## src/rtl/wvb_rd_addr_ctrl_mc_if.sv

```systemverilog
// Bus bundle between a waveform-buffer reader client and wvb_rd_addr_ctrl_mc.
// master drives header/read strobes and per-channel address tables; slave returns the read address and status.
interface wvb_rd_addr_ctrl_mc_if #(
  parameter int P_ADR_WIDTH = 15,
  parameter int P_N_CH      = 4
);
  localparam int P_CH_WIDTH = (P_N_CH > 1) ? $clog2(P_N_CH) : 1;

  logic [P_N_CH*P_ADR_WIDTH-1:0] start_addr;
  logic [P_N_CH*P_ADR_WIDTH-1:0] stop_addr;
  logic [P_CH_WIDTH-1:0]         hdr_ch;
  logic                          hdr_rdreq;
  logic                          wvb_rdreq;
  logic                          wvb_rddone;
  logic [P_ADR_WIDTH-1:0]        wvb_rd_addr;
  logic [P_CH_WIDTH-1:0]         rd_ch;
  logic                          rd_busy;
  logic                          rd_last;
  logic                          rd_overrun;
  logic [P_ADR_WIDTH:0]          rd_word_cnt;

  modport master (
    output start_addr, stop_addr, hdr_ch, hdr_rdreq, wvb_rdreq, wvb_rddone,
    input  wvb_rd_addr, rd_ch, rd_busy, rd_last, rd_overrun, rd_word_cnt
  );

  modport slave (
    input  start_addr, stop_addr, hdr_ch, hdr_rdreq, wvb_rdreq, wvb_rddone,
    output wvb_rd_addr, rd_ch, rd_busy, rd_last, rd_overrun, rd_word_cnt
  );
endinterface

```

## src/rtl/wvb_rd_addr_ctrl_mc.sv

```systemverilog
// Multi-channel waveform-buffer read address sequencer: header wait, word reads, end-of-waveform skip.
// Define WVB_RD_WORD_CNT_EN to enable the per-waveform word counter on rd_word_cnt.
module wvb_rd_addr_ctrl_mc #(
  parameter int P_ADR_WIDTH = 15,
  parameter int P_DEPTH     = 2**P_ADR_WIDTH,
  parameter int P_N_CH      = 4,
  parameter int P_HDR_WAIT  = 2
) (
  input  logic                  clk,
  input  logic                  rst_n,
  wvb_rd_addr_ctrl_mc_if.slave  bus
);
  localparam int P_CH_WIDTH = (P_N_CH > 1) ? $clog2(P_N_CH) : 1;
  localparam logic [P_ADR_WIDTH-1:0] ADR_LAST  = P_ADR_WIDTH'(P_DEPTH - 1);
  localparam logic [P_ADR_WIDTH-1:0] ADR_ONES  = {P_ADR_WIDTH{1'b1}};
  localparam logic [P_ADR_WIDTH-1:0] ADR_ZERO  = {P_ADR_WIDTH{1'b0}};
  localparam logic [2:0]             WAIT_LOAD = 3'(P_HDR_WAIT);

  typedef enum logic [1:0] {
    ST_IDLE = 2'd0,
    ST_WAIT = 2'd1,
    ST_READ = 2'd2
  } state_t;

  state_t                 state_r, state_s;
  logic [2:0]             wait_cnt_r, wait_cnt_s;
  logic [P_ADR_WIDTH-1:0] addr_r, addr_s;
  logic [P_ADR_WIDTH-1:0] stop_r, stop_s;
  logic [P_CH_WIDTH-1:0]  ch_r, ch_s, hdr_ch_s;
  logic                   busy_r, last_r, ovr_r, ovr_s;

  function automatic logic [P_ADR_WIDTH-1:0] ch_addr(
    input logic [P_N_CH*P_ADR_WIDTH-1:0] vec,
    input logic [P_CH_WIDTH-1:0]         ch
  );
    logic [P_ADR_WIDTH-1:0] r;
    r = ADR_ZERO;
    for (int k = 0; k < P_N_CH; k++) begin
      if (ch == P_CH_WIDTH'(k)) begin
        r = vec[k*P_ADR_WIDTH +: P_ADR_WIDTH];
      end
    end
    return r;
  endfunction

  function automatic logic [P_ADR_WIDTH-1:0] adr_next(input logic [P_ADR_WIDTH-1:0] a);
    return (a == ADR_LAST) ? ADR_ZERO : a + P_ADR_WIDTH'(1);
  endfunction

  // Out-of-range channel numbers fall back to channel 0.
  assign hdr_ch_s = ({1'b0, bus.hdr_ch} >= (P_CH_WIDTH+1)'(P_N_CH)) ? {P_CH_WIDTH{1'b0}} : bus.hdr_ch;

  // Next-state and address update; hdr_rdreq beats rddone beats rdreq.
  always_comb begin
    state_s    = state_r;
    wait_cnt_s = wait_cnt_r;
    addr_s     = addr_r;
    stop_s     = stop_r;
    ch_s       = ch_r;
    ovr_s      = ovr_r;
    if (bus.hdr_rdreq) begin
      ch_s       = hdr_ch_s;
      wait_cnt_s = 3'd1;
      ovr_s      = 1'b0;
      state_s    = ST_WAIT;
    end else begin
      case (state_r)
        ST_WAIT: begin
          if (wait_cnt_r == WAIT_LOAD) begin
            addr_s  = ch_addr(bus.start_addr, ch_r);
            stop_s  = ch_addr(bus.stop_addr, ch_r);
            state_s = ST_READ;
          end else begin
            wait_cnt_s = wait_cnt_r + 3'd1;
          end
        end
        ST_READ: begin
          if (bus.wvb_rddone) begin
            addr_s  = adr_next(ch_addr(bus.stop_addr, ch_r));
            state_s = ST_IDLE;
          end else if (bus.wvb_rdreq) begin
            addr_s = adr_next(addr_r);
            ovr_s  = ovr_r | last_r;
          end else begin
            addr_s = addr_r;
          end
        end
        ST_IDLE: state_s = ST_IDLE;
        default: state_s = ST_IDLE;
      endcase
    end
  end

  // State and registered outputs; rd_last is precomputed so it lines up with the address it qualifies.
  always_ff @(posedge clk) begin
    if (!rst_n) begin
      state_r    <= ST_IDLE;
      wait_cnt_r <= 3'd0;
      addr_r     <= ADR_ONES;
      stop_r     <= ADR_ZERO;
      ch_r       <= {P_CH_WIDTH{1'b0}};
      busy_r     <= 1'b0;
      last_r     <= 1'b0;
      ovr_r      <= 1'b0;
    end else begin
      state_r    <= state_s;
      wait_cnt_r <= wait_cnt_s;
      addr_r     <= addr_s;
      stop_r     <= stop_s;
      ch_r       <= ch_s;
      busy_r     <= (state_s != ST_IDLE);
      last_r     <= (state_s == ST_READ) && (addr_s == stop_s);
      ovr_r      <= ovr_s;
    end
  end

  assign bus.wvb_rd_addr = addr_r;
  assign bus.rd_ch       = ch_r;
  assign bus.rd_busy     = busy_r;
  assign bus.rd_last     = last_r;
  assign bus.rd_overrun  = ovr_r;

`ifdef WVB_RD_WORD_CNT_EN
  localparam logic [P_ADR_WIDTH:0] CNT_MAX = {(P_ADR_WIDTH+1){1'b1}};

  logic [P_ADR_WIDTH:0] cnt_r;
  logic                 cnt_clr_s, cnt_inc_s;

  assign cnt_clr_s = !bus.hdr_rdreq && (state_r == ST_WAIT) && (wait_cnt_r == WAIT_LOAD);
  assign cnt_inc_s = !bus.hdr_rdreq && (state_r == ST_READ) && !bus.wvb_rddone && bus.wvb_rdreq;

  // Saturating count of words accepted in the current waveform.
  always_ff @(posedge clk) begin
    if (!rst_n) begin
      cnt_r <= {(P_ADR_WIDTH+1){1'b0}};
    end else if (cnt_clr_s) begin
      cnt_r <= {(P_ADR_WIDTH+1){1'b0}};
    end else if (cnt_inc_s && (cnt_r != CNT_MAX)) begin
      cnt_r <= cnt_r + (P_ADR_WIDTH+1)'(1);
    end else begin
      cnt_r <= cnt_r;
    end
  end

  assign bus.rd_word_cnt = cnt_r;
`else
  assign bus.rd_word_cnt = {(P_ADR_WIDTH+1){1'b0}};
`endif
endmodule
```

## src/flat_wrapper.sv

```systemverilog
// flat-port wrapper written by rule: the top's interface ports become plain ports
module wvb_rd_addr_ctrl_mc_flat 
#(
  parameter int P_ADR_WIDTH = 15,
  parameter int P_DEPTH     = 2**P_ADR_WIDTH,
  parameter int P_N_CH      = 4,
  parameter int P_HDR_WAIT  = 2
)
  (clk, rst_n, bus_start_addr, bus_stop_addr, bus_hdr_ch, bus_hdr_rdreq, bus_wvb_rdreq, bus_wvb_rddone, bus_wvb_rd_addr, bus_rd_ch, bus_rd_busy, bus_rd_last, bus_rd_overrun, bus_rd_word_cnt);
  wvb_rd_addr_ctrl_mc_if #(.P_ADR_WIDTH(P_ADR_WIDTH), .P_N_CH(P_N_CH)) bus_i ();
  input  logic clk;
  input  logic rst_n;
  input wire logic [$bits(bus_i.start_addr)-1:0] bus_start_addr;
  input wire logic [$bits(bus_i.stop_addr)-1:0] bus_stop_addr;
  input wire logic [$bits(bus_i.hdr_ch)-1:0] bus_hdr_ch;
  input wire logic [$bits(bus_i.hdr_rdreq)-1:0] bus_hdr_rdreq;
  input wire logic [$bits(bus_i.wvb_rdreq)-1:0] bus_wvb_rdreq;
  input wire logic [$bits(bus_i.wvb_rddone)-1:0] bus_wvb_rddone;
  output wire logic [$bits(bus_i.wvb_rd_addr)-1:0] bus_wvb_rd_addr;
  output wire logic [$bits(bus_i.rd_ch)-1:0] bus_rd_ch;
  output wire logic [$bits(bus_i.rd_busy)-1:0] bus_rd_busy;
  output wire logic [$bits(bus_i.rd_last)-1:0] bus_rd_last;
  output wire logic [$bits(bus_i.rd_overrun)-1:0] bus_rd_overrun;
  output wire logic [$bits(bus_i.rd_word_cnt)-1:0] bus_rd_word_cnt;
  assign bus_i.start_addr = bus_start_addr;
  assign bus_i.stop_addr = bus_stop_addr;
  assign bus_i.hdr_ch = bus_hdr_ch;
  assign bus_i.hdr_rdreq = bus_hdr_rdreq;
  assign bus_i.wvb_rdreq = bus_wvb_rdreq;
  assign bus_i.wvb_rddone = bus_wvb_rddone;
  assign bus_wvb_rd_addr = bus_i.wvb_rd_addr;
  assign bus_rd_ch = bus_i.rd_ch;
  assign bus_rd_busy = bus_i.rd_busy;
  assign bus_rd_last = bus_i.rd_last;
  assign bus_rd_overrun = bus_i.rd_overrun;
  assign bus_rd_word_cnt = bus_i.rd_word_cnt;
  wvb_rd_addr_ctrl_mc #(.P_ADR_WIDTH(P_ADR_WIDTH), .P_DEPTH(P_DEPTH), .P_N_CH(P_N_CH), .P_HDR_WAIT(P_HDR_WAIT)) u_core (.clk(clk), .rst_n(rst_n), .bus(bus_i));
endmodule
```

## config.mk

```make
export PLATFORM = sky130hd
export DESIGN_NAME = wvb_rd_addr_ctrl_mc_flat
export DESIGN_NICKNAME = d
export VERILOG_FILES = /design/src/rtl/wvb_rd_addr_ctrl_mc_if.sv /design/src/rtl/wvb_rd_addr_ctrl_mc.sv /design/src/flat_wrapper.sv
export SDC_FILE = /design/constraint.sdc
export NUM_CORES = 1
export LEC_CHECK = 0
export BUFFER_PORTS_ARGS = -buffer_cell sky130_fd_sc_hd__buf_4
export CORE_MARGIN = 3
export CORE_UTILIZATION = 39
export CTS_BUF_LIST = sky130_fd_sc_hd__clkbuf_4 sky130_fd_sc_hd__clkbuf_8
export DETAILED_ROUTE_END_ITERATION = 10
export PLACE_DENSITY = 0.68
export SYNTH_ARGS = -nofsm -noshare
export SYNTH_HDL_FRONTEND = slang
export SYNTH_SLANG_ARGS = --single-unit
```

## constraint.sdc

```tcl
create_clock -name clk -period 3.87 [get_ports clk]
set_clock_uncertainty 0.15 [all_clocks]
set_input_delay 1.161 -clock clk [delete_from_list [all_inputs] [get_ports clk]]
set_output_delay 1.161 -clock clk [all_outputs]
set_load 0.05 [all_outputs]
```

==> metrics.cfg <==
[status]
status = complete, no violations

[clocking]
ctsResizeCount = 0
clk_pin_slew_ns = 0.08
hold_buffers = 0
numCtsBuffers = 5
h-tree-depth = 2
tritoncts = yes
clock_latency_ns = 0.30
clk_path_buf_depth = 2
cts_setup_buffers = 0
root_buffer = clkbuf_8
cts_num_sinks = 40

[global_routing]
antenna_found_initial = 0
grt_pass1_vias = 4523
grtUsageMet2_pct = 44.5
grt_max_degree = 33
use_met1_pct = 35.8
grtUsageMet3_pct = 5.07
overflow = 0
top_usage_layer = met2
grt_pass1_wl_um = 24400
track_usage_pct = 27.3

[floorplanning]
die-width_um = 108
die_area_mm2 = 0.0117
start_util_pct = 40.8
fp.dieH_um = 108
ios = 163
rows = 36
core_mm2 = 0.00995

[worst_setup_path]
critPathKind = input pin to flop
path_buf_inv = 1
slowest_delay_ns = 0.85
crit_arrival_ns = 3.84
endpoint_kind = flop
path_cells = buf_4 -> nand4_2 -> nor4_1 -> nor2_1 -> a221oi_1 -> a31oi_2 -> xnor2_1 -> or4_1 -> a2111oi_2
cp_top_family = simple AND/OR/NAND/NOR gates
path_max_fanout = 5
required_ns = 3.92
cp-start-kind = input pin
critPathSlowestCell = nor4_1

[pwr]
vdd_ir_drop_max_mv = 0.141
power_density_mw_per_mm2 = 235
leakage_nw = 2.36

[yosys]
yosys_warnings = 0
synth_cells = 460
synth.avg_cell_area_um2 = 8.82
synth_top_family_by_area = simple AND/OR/NAND/NOR gates
synthMuxAreaShare_pct = 22.1
synthAdderAreaFrac_pct = 1.85
post_synth_num_cell_types = 81
synth_compound_area_share_pct = 20.7
ys_ff_latch = 40
async_flop_share_pct = 0
synthSimpleGateAreaFrac_pct = 23.4
synth_xor_area_share_pct = 3.24
synth-edff-count = 0
ys.flop_type = dfxtp_1
synth_area_mm2 = 0.00406
synth.yosys.seq_area_share_pct = 19.7

[cells_and_area]
nets = 778
area_growth_pct = 39.7
n_antenna_cell = 0
drive_above_1_share_pct = 41.2

[timing]
period_share_pct = 98.0
final-hold-violation-count = 0
rsz0062_at_grt = false
post-route-min-period_ns = 3.79
whs_ns = 0.349
final_max_slew_viol_count = 0
clock.fmax_mhz = 264
worst_slack_ns = 0.0776
worst_slew_pin_slew_ns = 0.997
finalSetupTns_ns = 0
setup_viol = 0
slew_headroom_pct = 32.9

[detailed_routing]
drt_iter0_drc = 386
drc = 0
finalWirelength_um = 16100
wl_per_cell_um = 20.6
drt_first_pass_iters = 5
vias = 4707
viasPerCell = 6.04
final_antenna_net_count = 0

[placed_design]
io_buffers = 146
place.gp.congestion = 1.05
place_hpwl_um = 13300
dp_slack_ns = -0.204

[run]
cap_violations = 0

[worst_hold_path]
min_path_type = flop to flop

==> final timing paths <==
check / start / cells past startpoint / to / slack (ns)
setup / recovery: bus_wvb_rdreq / 9 / u_core.bus.rd_last$_SDFF_PN0_ / 0.08
hold / removal: u_core.bus.rd_overrun$_SDFFE_PP0P_ / 2 / u_core.bus.rd_overrun$_SDFFE_PP0P_ / 0.35
setup reg to reg: u_core.bus.wvb_rd_addr[0]$_SDFF_PN1_ / 9 / u_core.bus.rd_last$_SDFF_PN0_ / 0.19
hold reg to reg: u_core.bus.rd_overrun$_SDFFE_PP0P_ / 2 / u_core.bus.rd_overrun$_SDFFE_PP0P_ / 0.35
==> cell usage after synthesis (all sizes together), types with 3 or more instances <==
master / number / area share [%]
a311oi: 3 / 0.65
a22o: 5 / 1.1
or3: 5 / 0.77
nand2: 43 / 4.3
a21oi: 12 / 1.5
and4: 4 / 0.99
xor2: 8 / 1.7
or4: 3 / 0.65
nand2b: 8 / 1.2
a2111oi: 3 / 0.80
o22ai: 4 / 0.62
ha: 6 / 1.8
mux4: 30 / 17
dfxtp: 40 / 20
a21boi: 3 / 0.55
o31ai: 4 / 0.74
a211oi: 4 / 0.74
mux2i: 20 / 4.9
and3: 4 / 0.62
nor4: 9 / 1.4
o21a: 4 / 0.74
nor2: 33 / 3.1
xnor2: 7 / 1.5
a31oi: 5 / 0.92
o211ai: 5 / 1.0
clkbuf: 15 / 1.4
a221oi: 4 / 0.86
nand4: 15 / 3.1
a21o: 3 / 0.55
and2: 8 / 1.3
o21ai: 24 / 3.0
inv: 14 / 1.3
nor3: 11 / 1.4
o31a: 3 / 0.65
buf: 30 / 6.1
nand3: 18 / 2.2
or2: 4 / 0.62
a211o: 5 / 1.1
==> per-stage QoR <==
step | utilization (%) | cells | total power [mW] | cell area [um2]
global placement | 55.9 | 771 | 1.01 | 5570
detailed placement | 55.9 | 771 | 1.02 | 5570
global route | 57.0 | 779 | 1.39 | 5670
finish | 57.0 | 779 | 1.33 | 5670
CTS | 56.9 | 779 | 1.33 | 5660
floorplan | - | 475 | 0.796 | 4120
==> layout make-up <==
class                           count  area (um2)
Clock buffer                        8        97.6
Tap cell                          133         166
Fill cell                         907        4280
Timing Repair Buffer              208        1570
Inverter                           14        52.6
Sequential cell                    40         802
Multi-Input combinational cell    376        2980
==> cell usage in the layout, fill, tap and decap left out, types with 5 or more instances in the layout <==
master | netlist | layout
conb_1 | 1 | 16
buf_4 | 18 | 207
mux4_2 | 27 | 27
clkbuf_8 | 0 | 6
a21oi_1 | 12 | 12
dfxtp_1 | 40 | 39
inv_1 | 14 | 14
a211o_1 | 5 | 5
and2_1 | 7 | 7
mux2i_1 | 20 | 20
or3_1 | 5 | 5
o21ai_0 | 22 | 22
nand2b_1 | 8 | 8
nand4_1 | 11 | 11
xnor2_1 | 7 | 7
nor4_1 | 9 | 9
nand2_1 | 41 | 41
nand3_1 | 18 | 18
nor2_1 | 33 | 33
nor3_1 | 11 | 11
a22o_1 | 5 | 5
ha_1 | 6 | 6
xor2_1 | 8 | 8
==> registers in the layout, summed over array words and instances, names as in the netlist <==
name and cells:
u_core.bus.rd_busy 1, u_core.bus.rd_ch 2, u_core.bus.rd_last 1, u_core.bus.rd_overrun 1, u_core.bus.wvb_rd_addr 15, u_core.state_r 2
u_core.stop_r 15, u_core.wait_cnt_r 3
==> routing by layer <==
| metal | share of wire [%] | vias up |
|---|---|---|
| li1 | - | 2125 |
| met1 | 39 | 2182 |
| met2 | 46 | 352 |
| met3 | 11 | 48 |
| met4 | 3.9 | 0 |
| met5 | 0 | - |
==> power breakdown <==
group	switching, mW	leakage (nW)	internal, mW
clock	0.155	0.0523	0.160
combinational	0.307	1.98	0.263
sequential	0.0240	0.326	0.424
==> cells by family (layout without fill, tap and decap cells) <==
family | after synthesis | after routing
and+or+nand+nor | 174 | 174
AOI/OAI and AO/OA | 114 | 114
buffers and inverters | 59 | 230
muxes | 51 | 51
DFF | 40 | 40
xor gates and xnor gates | 15 | 15
adders and majority gates | 6 | 6
other | 1 | 16
==> worst min-delay path: cells and delay by family, from the launching register on <==
kind	cells	cell delay [ns]
flip-flops	1	0.35
AO/OA/AOI/OAI	1	0.05
AND/OR/NAND/NOR	1	0.07
(Power assumes the default switching activity.)
